$ cat src/rtl/aes_io_pkg.sv
// Shared constants, host command encodings and controller state type for aes_io_ctrl.
package aes_io_pkg;

    localparam int unsigned NBYTES = 16;
    localparam int unsigned BYTE_W = 8;
    localparam int unsigned BLK_W  = NBYTES * BYTE_W;
    localparam int unsigned CNT_W  = $clog2(NBYTES);
    localparam int unsigned CMD_W  = 2;

    localparam logic [CMD_W-1:0] CMD_NOP       = 2'b00;
    localparam logic [CMD_W-1:0] CMD_LOAD_KEY  = 2'b01;
    localparam logic [CMD_W-1:0] CMD_LOAD_DATA = 2'b10;
    localparam logic [CMD_W-1:0] CMD_READ_OUT  = 2'b11;

    typedef enum logic [1:0] {
        ST_IDLE = 2'd0,
        ST_KEY  = 2'd1,
        ST_DATA = 2'd2,
        ST_BUSY = 2'd3
    } state_e;

endpackage : aes_io_pkg

$ cat src/rtl/aes_byte_shreg.sv
// 16x8 shift-in / parallel-out byte register. The first byte shifted in ends up
// in the most significant byte once all 16 bytes have arrived. A clear together
// with an enable restarts the register with the incoming byte as byte 0.
module aes_byte_shreg
    import aes_io_pkg::*;
(
    input  logic              clk_i,
    input  logic              rst_ni,
    input  logic              clr_i,
    input  logic              en_i,
    input  logic [BYTE_W-1:0] din_i,
    output logic [BLK_W-1:0]  data_o
);

    logic [BLK_W-1:0] data_q;
    logic [BLK_W-1:0] data_d;

    // Next value: restart, shift one byte in at the bottom, or hold.
    always_comb begin
        data_d = data_q;
        if (clr_i) begin
            data_d = en_i ? BLK_W'(din_i) : '0;
        end else if (en_i) begin
            data_d = {data_q[BLK_W-BYTE_W-1:0], din_i};
        end
    end

    // Byte storage.
    always_ff @(posedge clk_i or negedge rst_ni) begin
        if (!rst_ni) begin
            data_q <= '0;
        end else begin
            data_q <= data_d;
        end
    end

    assign data_o = data_q;

endmodule : aes_byte_shreg

$ cat src/rtl/aes_io_ctrl.sv
// Byte-serial host interface for the AES core: assembles key and data blocks from
// DIN under CMD, launches the core, and streams the result back out on DOUT.
// Optional build macro AES_IO_WATCHDOG_EN adds a BUSY timeout that aborts the core.
module aes_io_ctrl
    import aes_io_pkg::*;
(
    input  logic              CLK,
    input  logic              RST_,
    input  logic [CMD_W-1:0]  CMD,
    input  logic [BYTE_W-1:0] DIN,
    output logic              READY,
    output logic              OK,
    output logic [BYTE_W-1:0] DOUT,
    output logic [BLK_W-1:0]  key,
    output logic              key_load,
    output logic [BLK_W-1:0]  blk_in,
    output logic              start,
    input  logic              core_done,
    input  logic [BLK_W-1:0]  blk_out,
    output logic              core_abort
);

`ifdef AES_IO_WATCHDOG_EN
    localparam int unsigned WDOG_CYC = 255;
    localparam int unsigned WDOG_W   = $clog2(WDOG_CYC + 1);
`endif

    state_e            state_q, state_d;
    logic [CNT_W-1:0]  cnt_q, cnt_d;
    logic [CNT_W-1:0]  rd_cnt_q, rd_cnt_d;
    logic              key_valid_q, key_valid_d;
    logic              ready_q, ready_d;
    logic              ok_q, ok_d;
    logic [BYTE_W-1:0] dout_q, dout_d;
    logic [BLK_W-1:0]  key_q, key_d;
    logic              key_load_q, key_load_d;
    logic [BLK_W-1:0]  blk_in_q, blk_in_d;
    logic              start_q, start_d;
    logic [BLK_W-1:0]  out_buf_q, out_buf_d;
`ifdef AES_IO_WATCHDOG_EN
    logic [WDOG_W-1:0] wdog_q, wdog_d;
    logic              core_abort_q, core_abort_d;
`endif

    logic              key_clr_c, key_en_c;
    logic              dat_clr_c, dat_en_c;
    logic [BLK_W-1:0]  key_sr_c, dat_sr_c;
    logic [BLK_W-1:0]  key_asm_c, dat_asm_c;
    logic              last_c;
    logic              unused_sr_c;

    // Partial key assembly.
    aes_byte_shreg u_key_sr (
        .clk_i  (CLK),
        .rst_ni (RST_),
        .clr_i  (key_clr_c),
        .en_i   (key_en_c),
        .din_i  (DIN),
        .data_o (key_sr_c)
    );

    // Partial data block assembly.
    aes_byte_shreg u_dat_sr (
        .clk_i  (CLK),
        .rst_ni (RST_),
        .clr_i  (dat_clr_c),
        .en_i   (dat_en_c),
        .din_i  (DIN),
        .data_o (dat_sr_c)
    );

    // The 16th byte is merged straight from DIN so the full block lands in one edge;
    // the oldest byte of the shift registers is therefore never needed here.
    assign key_asm_c   = {key_sr_c[BLK_W-BYTE_W-1:0], DIN};
    assign dat_asm_c   = {dat_sr_c[BLK_W-BYTE_W-1:0], DIN};
    assign unused_sr_c = ^{key_sr_c[BLK_W-1:BLK_W-BYTE_W], dat_sr_c[BLK_W-1:BLK_W-BYTE_W]};
    assign last_c      = (cnt_q == CNT_W'(NBYTES - 1));

    // Next-state and registered-output logic.
    always_comb begin
        state_d     = state_q;
        cnt_d       = cnt_q;
        rd_cnt_d    = rd_cnt_q;
        key_valid_d = key_valid_q;
        ok_d        = ok_q;
        dout_d      = dout_q;
        key_d       = key_q;
        blk_in_d    = blk_in_q;
        out_buf_d   = out_buf_q;
        key_load_d  = 1'b0;
        start_d     = 1'b0;
        key_clr_c   = 1'b0;
        key_en_c    = 1'b0;
        dat_clr_c   = 1'b0;
        dat_en_c    = 1'b0;
`ifdef AES_IO_WATCHDOG_EN
        wdog_d       = '0;
        core_abort_d = 1'b0;
`endif

        unique case (state_q)
            ST_IDLE: begin
                unique case (CMD)
                    CMD_LOAD_KEY: begin
                        key_clr_c = 1'b1;
                        key_en_c  = 1'b1;
                        cnt_d     = CNT_W'(1);
                        state_d   = ST_KEY;
                    end
                    CMD_LOAD_DATA: begin
                        dat_clr_c = 1'b1;
                        dat_en_c  = 1'b1;
                        cnt_d     = CNT_W'(1);
                        ok_d      = 1'b0;
                        state_d   = ST_DATA;
                    end
                    CMD_READ_OUT: begin
                        if (ok_q) begin
                            dout_d = out_buf_q[BLK_W - 1 - (32'(rd_cnt_q) * BYTE_W) -: BYTE_W];
                            if (rd_cnt_q == CNT_W'(NBYTES - 1)) begin
                                rd_cnt_d = '0;
                                ok_d     = 1'b0;
                            end else begin
                                rd_cnt_d = rd_cnt_q + CNT_W'(1);
                            end
                        end
                    end
                    default: ;
                endcase
            end

            ST_KEY: begin
                if (CMD == CMD_LOAD_KEY) begin
                    if (last_c) begin
                        key_d       = key_asm_c;
                        key_load_d  = 1'b1;
                        key_valid_d = 1'b1;
                        cnt_d       = '0;
                        state_d     = ST_IDLE;
                    end else begin
                        key_en_c = 1'b1;
                        cnt_d    = cnt_q + CNT_W'(1);
                    end
                end else if (CMD != CMD_NOP) begin
                    cnt_d   = '0;
                    state_d = ST_IDLE;
                end
            end

            ST_DATA: begin
                if (CMD == CMD_LOAD_DATA) begin
                    if (last_c) begin
                        cnt_d = '0;
                        if (key_valid_q) begin
                            blk_in_d = dat_asm_c;
                            start_d  = 1'b1;
                            state_d  = ST_BUSY;
                        end else begin
                            state_d  = ST_IDLE;
                        end
                    end else begin
                        dat_en_c = 1'b1;
                        cnt_d    = cnt_q + CNT_W'(1);
                    end
                end else if (CMD != CMD_NOP) begin
                    cnt_d   = '0;
                    state_d = ST_IDLE;
                end
            end

            ST_BUSY: begin
                if (core_done) begin
                    out_buf_d = blk_out;
                    ok_d      = 1'b1;
                    rd_cnt_d  = '0;
                    state_d   = ST_IDLE;
`ifdef AES_IO_WATCHDOG_EN
                end else if (wdog_q == WDOG_W'(WDOG_CYC - 1)) begin
                    core_abort_d = 1'b1;
                    ok_d         = 1'b0;
                    state_d      = ST_IDLE;
                end else begin
                    wdog_d = wdog_q + WDOG_W'(1);
`endif
                end
            end

            default: state_d = ST_IDLE;
        endcase

        ready_d = (state_d != ST_BUSY);
    end

    // State and output registers.
    always_ff @(posedge CLK or negedge RST_) begin
        if (!RST_) begin
            state_q     <= ST_IDLE;
            cnt_q       <= '0;
            rd_cnt_q    <= '0;
            key_valid_q <= 1'b0;
            ready_q     <= 1'b1;
            ok_q        <= 1'b0;
            dout_q      <= '0;
            key_q       <= '0;
            key_load_q  <= 1'b0;
            blk_in_q    <= '0;
            start_q     <= 1'b0;
            out_buf_q   <= '0;
        end else begin
            state_q     <= state_d;
            cnt_q       <= cnt_d;
            rd_cnt_q    <= rd_cnt_d;
            key_valid_q <= key_valid_d;
            ready_q     <= ready_d;
            ok_q        <= ok_d;
            dout_q      <= dout_d;
            key_q       <= key_d;
            key_load_q  <= key_load_d;
            blk_in_q    <= blk_in_d;
            start_q     <= start_d;
            out_buf_q   <= out_buf_d;
        end
    end

`ifdef AES_IO_WATCHDOG_EN
    // BUSY timeout counter and abort pulse.
    always_ff @(posedge CLK or negedge RST_) begin
        if (!RST_) begin
            wdog_q       <= '0;
            core_abort_q <= 1'b0;
        end else begin
            wdog_q       <= wdog_d;
            core_abort_q <= core_abort_d;
        end
    end

    assign core_abort = core_abort_q;
`else
    assign core_abort = 1'b0;
`endif

    assign READY    = ready_q;
    assign OK       = ok_q;
    assign DOUT     = dout_q;
    assign key      = key_q;
    assign key_load = key_load_q;
    assign blk_in   = blk_in_q;
    assign start    = start_q;

endmodule : aes_io_ctrl

$ cat config.mk
export PLATFORM = sky130hd
export DESIGN_NAME = aes_io_ctrl
export DESIGN_NICKNAME = d
export VERILOG_FILES = /design/src/rtl/aes_io_pkg.sv /design/src/rtl/aes_byte_shreg.sv /design/src/rtl/aes_io_ctrl.sv
export SDC_FILE = /design/constraint.sdc
export NUM_CORES = 1
export LEC_CHECK = 0
export CAP_MARGIN = 20
export CORE_MARGIN = 2
export CORE_UTILIZATION = 30
export CTS_BUF_LIST = sky130_fd_sc_hd__clkbuf_16
export CTS_CLUSTER_SIZE = 16
export DETAILED_ROUTE_END_ITERATION = 8
export PLACE_DENSITY = 0.54
export RECOVER_POWER = 100
export REMOVE_ABC_BUFFERS = 1
export SETUP_SLACK_MARGIN = 0.1
export SKIP_CTS_REPAIR_TIMING = 1
export SLEW_MARGIN = 20
export SYNTH_ARGS = -nofsm -noshare
export SYNTH_HDL_FRONTEND = slang
export SYNTH_SLANG_ARGS = --single-unit
$ cat constraint.sdc
create_clock -name CLK -period 2.4 [get_ports CLK]
set_clock_uncertainty 0.1 [all_clocks]
set_input_delay 0.48 -clock CLK [delete_from_list [all_inputs] [get_ports CLK]]
set_output_delay 0.48 -clock CLK [all_outputs]
set_load 0.05 [all_outputs]
==> Yosys cells after proc, flatten, opt, wreduce, memory -nomap -nowiden <==
Index checks and enable logic that the tools add are counted.
{ "word_totals": {"ff_bits": 647, "inputBits": 141, "out_inout_bits": 269, "elab_cells": 93} }
{ "classes": {"add_sub_neg": 3, "eq_ne": 14, "shift": 1, "mux": 47, "n_reduce_logical": 14} }
{ "ops": {"columns": ["cell", "n"], "rows": [
  ["120-bit 2-to-1 mux", 4],
  ["135-bit by 33-bit indexed part select with 8-bit output", 1],
  ["4-bit 2-to-1 mux", 9],
  ["1-bit 2-to-1 mux", 17],
  ["8-bit 2-to-1 mux", 2],
  ["2-bit 2-to-1 mux", 7],
  ["4-bit case mux with 3 select lines", 1],
  ["3-bit AND reduction", 3],
  ["4-bit by 1-bit adder with 4-bit output (second input constant)", 2],
  ["2-bit == test (second input constant)", 4],
  ["4-bit == test (second input constant)", 2],
  ["2-bit != test (second input constant)", 4],
  ["1-bit case mux with 2 select lines", 4],
  ["2-bit case mux with 4 select lines", 1],
  ["4-bit case mux with 2 select lines", 1],
  ["4-bit AND reduction", 2],
  ["2-bit nonzero test", 4],
  ["7-bit by 7-bit subtractor with 8-bit output (first input constant)", 1],
  ["2-bit by 1-bit == test with 1-bit output (second input constant)", 2],
  ["2-bit case mux with 2 select lines", 1],
  ["2-bit AND reduction", 2],
  ["3-bit by 2-bit != test with 1-bit output (second input constant)", 1],
  ["3-bit nonzero test", 1],
  ["2-bit logical NOT", 1],
  ["other kinds (2)", 2]
]} }

==> Logic depth before layout (Yosys ltp) <==
{ "logic_depth": {"word_depth": 6, "mapped_depth": 9, "mapped_depth_nobuf": 7} }

==> Modules after synthesis <==
A second synthesis with hierarchy kept.
{ "unflattened": {"cells_unflattened": 1867, "area_unflattened_um2": 26958.4} }
{ "by_module_without_submodules": {"columns": ["module", "n_inst", "cells_per_inst", "area_each_um2", "seq_area_each_um2"], "rows": [
  ["aes_io_ctrl", 1, 1025, 16633.5, 10186.0],
  ["aes_byte_shreg", 2, 421, 5162.5, 3203.1]
]} }

==> Least setup slack after synthesis <==
No wires, ideal clock.
{ "synth_timing": {"path_type": "input port to flip-flop", "start": "input port CMD[0]", "end": "register blk_in_q[100], in the netlist blk_in[100]", "setup_time_ps": 125, "t_arrival_ps": 1776, "required_ps": 2175, "setup_slack_ps": 400, "cell_stages": 8, "path_buffers": 3, "cell_sequence": "inv_1 ha_1 buf_2 nand3_1 nor2_1 buf_2 buf_4 mux2_2"} }
{ "synth_between": {"elab_chain_len": 2} }
{ "synth_rtl": {"columns": ["element", "line", "text"], "rows": [
  ["start, declared", "aes_io_ctrl.sv:9", "input logic [CMD_W-1:0] CMD,"],
  ["2-bit == test", "aes_io_ctrl.sv:151", "if (CMD == CMD_LOAD_DATA) begin"],
  ["4-bit AND reduction (no line)", null, null],
  ["end signal, assigned", "aes_io_ctrl.sv:219", "blk_in_q <= blk_in_d;"],
  ["end, declared", "aes_io_ctrl.sv:37", "logic [BLK_W-1:0] blk_in_q, blk_in_d;"]
]} }
Every way passes these cells.
A chain may end at the register's enable or synchronous reset.

==> Final worst setup path <==
{ "layout_timing": {"start": "register state_q[1]", "end": "register u_key_sr.data_q[66], in the netlist u_key_sr.data_o[66]"} }
{ "layout_between": {"elab_chain_len": 3, "word_cells_on_any_way": 6, "classes_between": "1 x eq/ne; 3 x mux; 2 x reduce/logical"} }
{ "layout_rtl": {"columns": ["element", "line", "text"], "rows": [
  ["start, declared", "aes_io_ctrl.sv:28", "state_e state_q, state_d;"],
  ["start signal, assigned", "aes_io_ctrl.sv:210", "state_q <= state_d;"],
  ["2-bit by 1-bit == test with 1-bit output / 2-bit logical NOT (equally long branches)", "aes_io_ctrl.sv:101", "unique case (state_q)"],
  ["1-bit case mux with 2 select lines / 1-bit 2-to-1 mux (equally long branches)", "aes_io_ctrl.sv:101", null],
  ["2-bit nonzero test (no line) / 120-bit 2-to-1 mux (equally long branches)", null, null],
  ["end signal, assigned", "aes_byte_shreg.sv:33", "data_q <= data_d;"],
  ["end, declared", "aes_byte_shreg.sv:15", "logic [BLK_W-1:0] data_q;"]
]} }
Parallel ways exist; a longest one is shown, timed or not.

==> flow_summary.json <==
{
  "outcome": "finished, final reports clean",
  "ys_top_cells_by_area": "dfrtp_1 65%, mux2_2 18%, a22o_1 7.1%",
  "portBuffers": 408,
  "gp_congestion": 0.767,
  "drv_cap": 0,
  "first_pass_iters": 4,
  "arrival_ps": 2600,
  "ir_drop_v": 0.000567,
  "synthXorXnorAreaFrac_pct": 0,
  "synth-adder-area-share_pct": 0.500,
  "cp-start-kind": "flop",
  "route.detailed.wl_per_inst_um": 19.4,
  "dp.cells": 3087,
  "required_ps": 2780,
  "fmax_mhz": 451,
  "finalHoldViolCount": 0,
  "slew_headroom_pct": 17.2,
  "setup_slack_ps": 181,
  "synth.distinct_cells": 42,
  "clk_latency_ps": 610,
  "ys_warn_count": 0,
  "synth-simple-area-share_pct": 2.11,
  "crit_family": "simple AND/OR/NAND/NOR gates",
  "cts_tree": "built",
  "crit_path_end_kind": "flop",
  "synthArstFlopShare_pct": 100,
  "worst_slew_pin_slew_ps": 1240,
  "drc": 0,
  "final_common_cell": "dfrtp_1",
  "final_antenna_net_count": 0,
  "syn_area_sq_um": 25000,
  "dieArea_sq_um": 85700,
  "via_per_inst": 4.72,
  "grt_pass1_wl_um": 97400,
  "syn-instance-count": 1608,
  "drive_gt1_share_pct": 29.6,
  "die_w_um": 293,
  "synth_compound_area_share_pct": 8.60,
  "path_class": "reg -> reg",
  "cp_num_buf_inv": 3,
  "reg2reg_depth": 8,
  "start_util_pct": 30.4,
  "cts_buffers": 75,
  "fillCellCount": 7974,
  "synth_flop_cell": "dfrtp_1",
  "powerDensity_nw_per_um2": 881,
  "slowest_delay_ps": 410,
  "cp_cell_sequence": "inv_1 -> ha_1 -> nand2_1 -> nor2b_1 -> nor2_4 -> buf_12 -> clkbuf_4 -> a22o_1",
  "setup_violations": 0,
  "slew_violations": 0,
  "yosysSeqAreaShare_pct": 64.8,
  "fin_util_pct": 38.6,
  "final_cell_mix": "645 x dfrtp_1, 399 x mux2_2, 287 x clkbuf_1",
  "syn_area_per_cell_sq_um": 15.5,
  "grt_pass1_vias": 16300,
  "finalCritPeriodShare_pct": 92.4,
  "clkSlewWorstSetupHoldPaths_ps": 60,
  "period_needed_ps": 2220,
  "nets": 2246,
  "synthMuxAreaShare_pct": 21.6,
  "routed_wl_um": 62800,
  "synth_edf_count": 0,
  "io-pin-count": 410,
  "ys_ff_latch": 647,
  "holdCritPathClass": "in -> async",
  "cts-root-buf": "clkbuf_16",
  "synth_top_cell_by_area": "dfrtp_1",
  "grt_antenna_before_repair": 6,
  "core_area_sq_um": 82200,
  "numClockSinks": 647,
  "p_leak_nw": 15.0,
  "die-height_um": 293,
  "rsz0062_at_grt": "false",
  "grt_util_all_layers_pct": 14.4,
  "clockBufferDepth": 3,
  "tns_ps": 0,
  "grt-ovfl-total": 0,
  "cpMaxStageDelayCell": "dfrtp_1",
  "placementRows": 105,
  "preCtsSetupSlack_ps": -268,
  "htree_levels": 3,
  "syn2layout_area_growth_pct": 27.1,
  "synth_top_family_by_area": "multiplexers",
  "crit_path_max_fanout": 21,
  "instances_no_fill": 3231,
  "crit_cells": 8,
  "dp_hpwl_um": 44400,
  "drtIter0Drc": 627,
  "vias": 15300,
  "grt_max_degree": 95,
  "netlist.area_leader.share_pct": 64.7
}
cell usage after synthesis, types with 2 or more instances:
| library cell | number |
|---|---|
| buf_1 | 7 |
| a21o_1 | 2 |
| a22o_1 | 203 |
| clkbuf_1 | 23 |
| mux2_2 | 399 |
| nand2b_1 | 2 |
| mux2i_1 | 13 |
| buf_2 | 56 |
| nor2_1 | 17 |
| buf_4 | 15 |
| buf_6 | 7 |
| o21ai_0 | 19 |
| a21oi_1 | 40 |
| nand3_1 | 8 |
| inv_1 | 6 |
| mux2_1 | 3 |
| mux4_2 | 27 |
| and2_1 | 3 |
| mux4_1 | 5 |
| ha_1 | 10 |
| a31oi_1 | 2 |
| and3_1 | 2 |
| dfrtp_1 | 646 |
| nor2_2 | 2 |
| nor2b_1 | 5 |
| nand2_1 | 69 |
| o21ai_1 | 2 |
logic make-up after synthesis:
logic type	Yosys count
buffers and inverters	114
AOI/OAI and AO/OA	273
other	1
adders and majority gates	10
muxes	447
and+or+nand+nor	116
DFF	647
registers in the layout (all words and copies together), names as in the netlist:
register	cells
state_q	2
u_dat_sr.data_o	120
key_load	1
key_valid_q	1
READY	1
blk_in	128
OK	1
key	128
u_key_sr.data_o	120
rd_cnt_q	4
cnt_q	4
DOUT	8
start	1
out_buf_q	128
final cells by class:
cell class	instances	area, sq um	area share [%]
clock inverters	63	636	2.00
multi-input cells	847	8220	25.9
inverters	6	22.5	0.0709
repair buffers	518	3450	10.9
well taps	1070	1340	4.21
diodes	4	10.0	0.0315
clock buffers	76	1900	5.99
flip-flops and latches	647	16200	51.0
path summary, 6_finish.rpt:
path                            slack [ps]                   end            from
worst max-delay path                   180   u_key_sr.data_o[66]      state_q[1]
worst min-delay path                   270  u_dat_sr.data_o[105]            RST_
worst max register to register         180   u_key_sr.data_o[66]      state_q[1]
worst min register to register         400        out_buf_q[113]  out_buf_q[113]
max in group asynchronous              350              key[121]            RST_
min in group CLK                       370        out_buf_q[119]    blk_out[119]
routing by layer:
layer | track usage [%] | part of all wire, %
met4 | 3.71 | 2.0
met2 | 23.2 | 47
met3 | 4.70 | 6.5
met1 | 18.8 | 44
met5 | 0 | 0.062
per-stage QoR:
stage | total power (W) | hold slack (ps) | cell area [sq um]
2_1_floorplan | 0.0151 | 84.4 | 24400
3_3_place_gp | 0.0167 | 328 | 31200
3_5_place_dp | 0.0168 | 333 | 31200
4_1_cts | 0.0286 | -336 | 33700
5_1_grt | 0.0294 | 244 | 31800
6_report | 0.0280 | 275 | 31800
power by group:
| group | switching (W) | leakage, nW | internal, W | total, W |
|---|---|---|---|---|
| combinational | 0.00161 | 4.82 | 0.00214 | 0.00375 |
| sequential | 0.000672 | 8.89 | 0.0120 | 0.0127 |
| clock | 0.00464 | 1.26 | 0.00690 | 0.0115 |
| total | 0.00693 | 15.0 | 0.0211 | 0.0280 |
No activity file was read; power rests on OpenSTA's default activity.
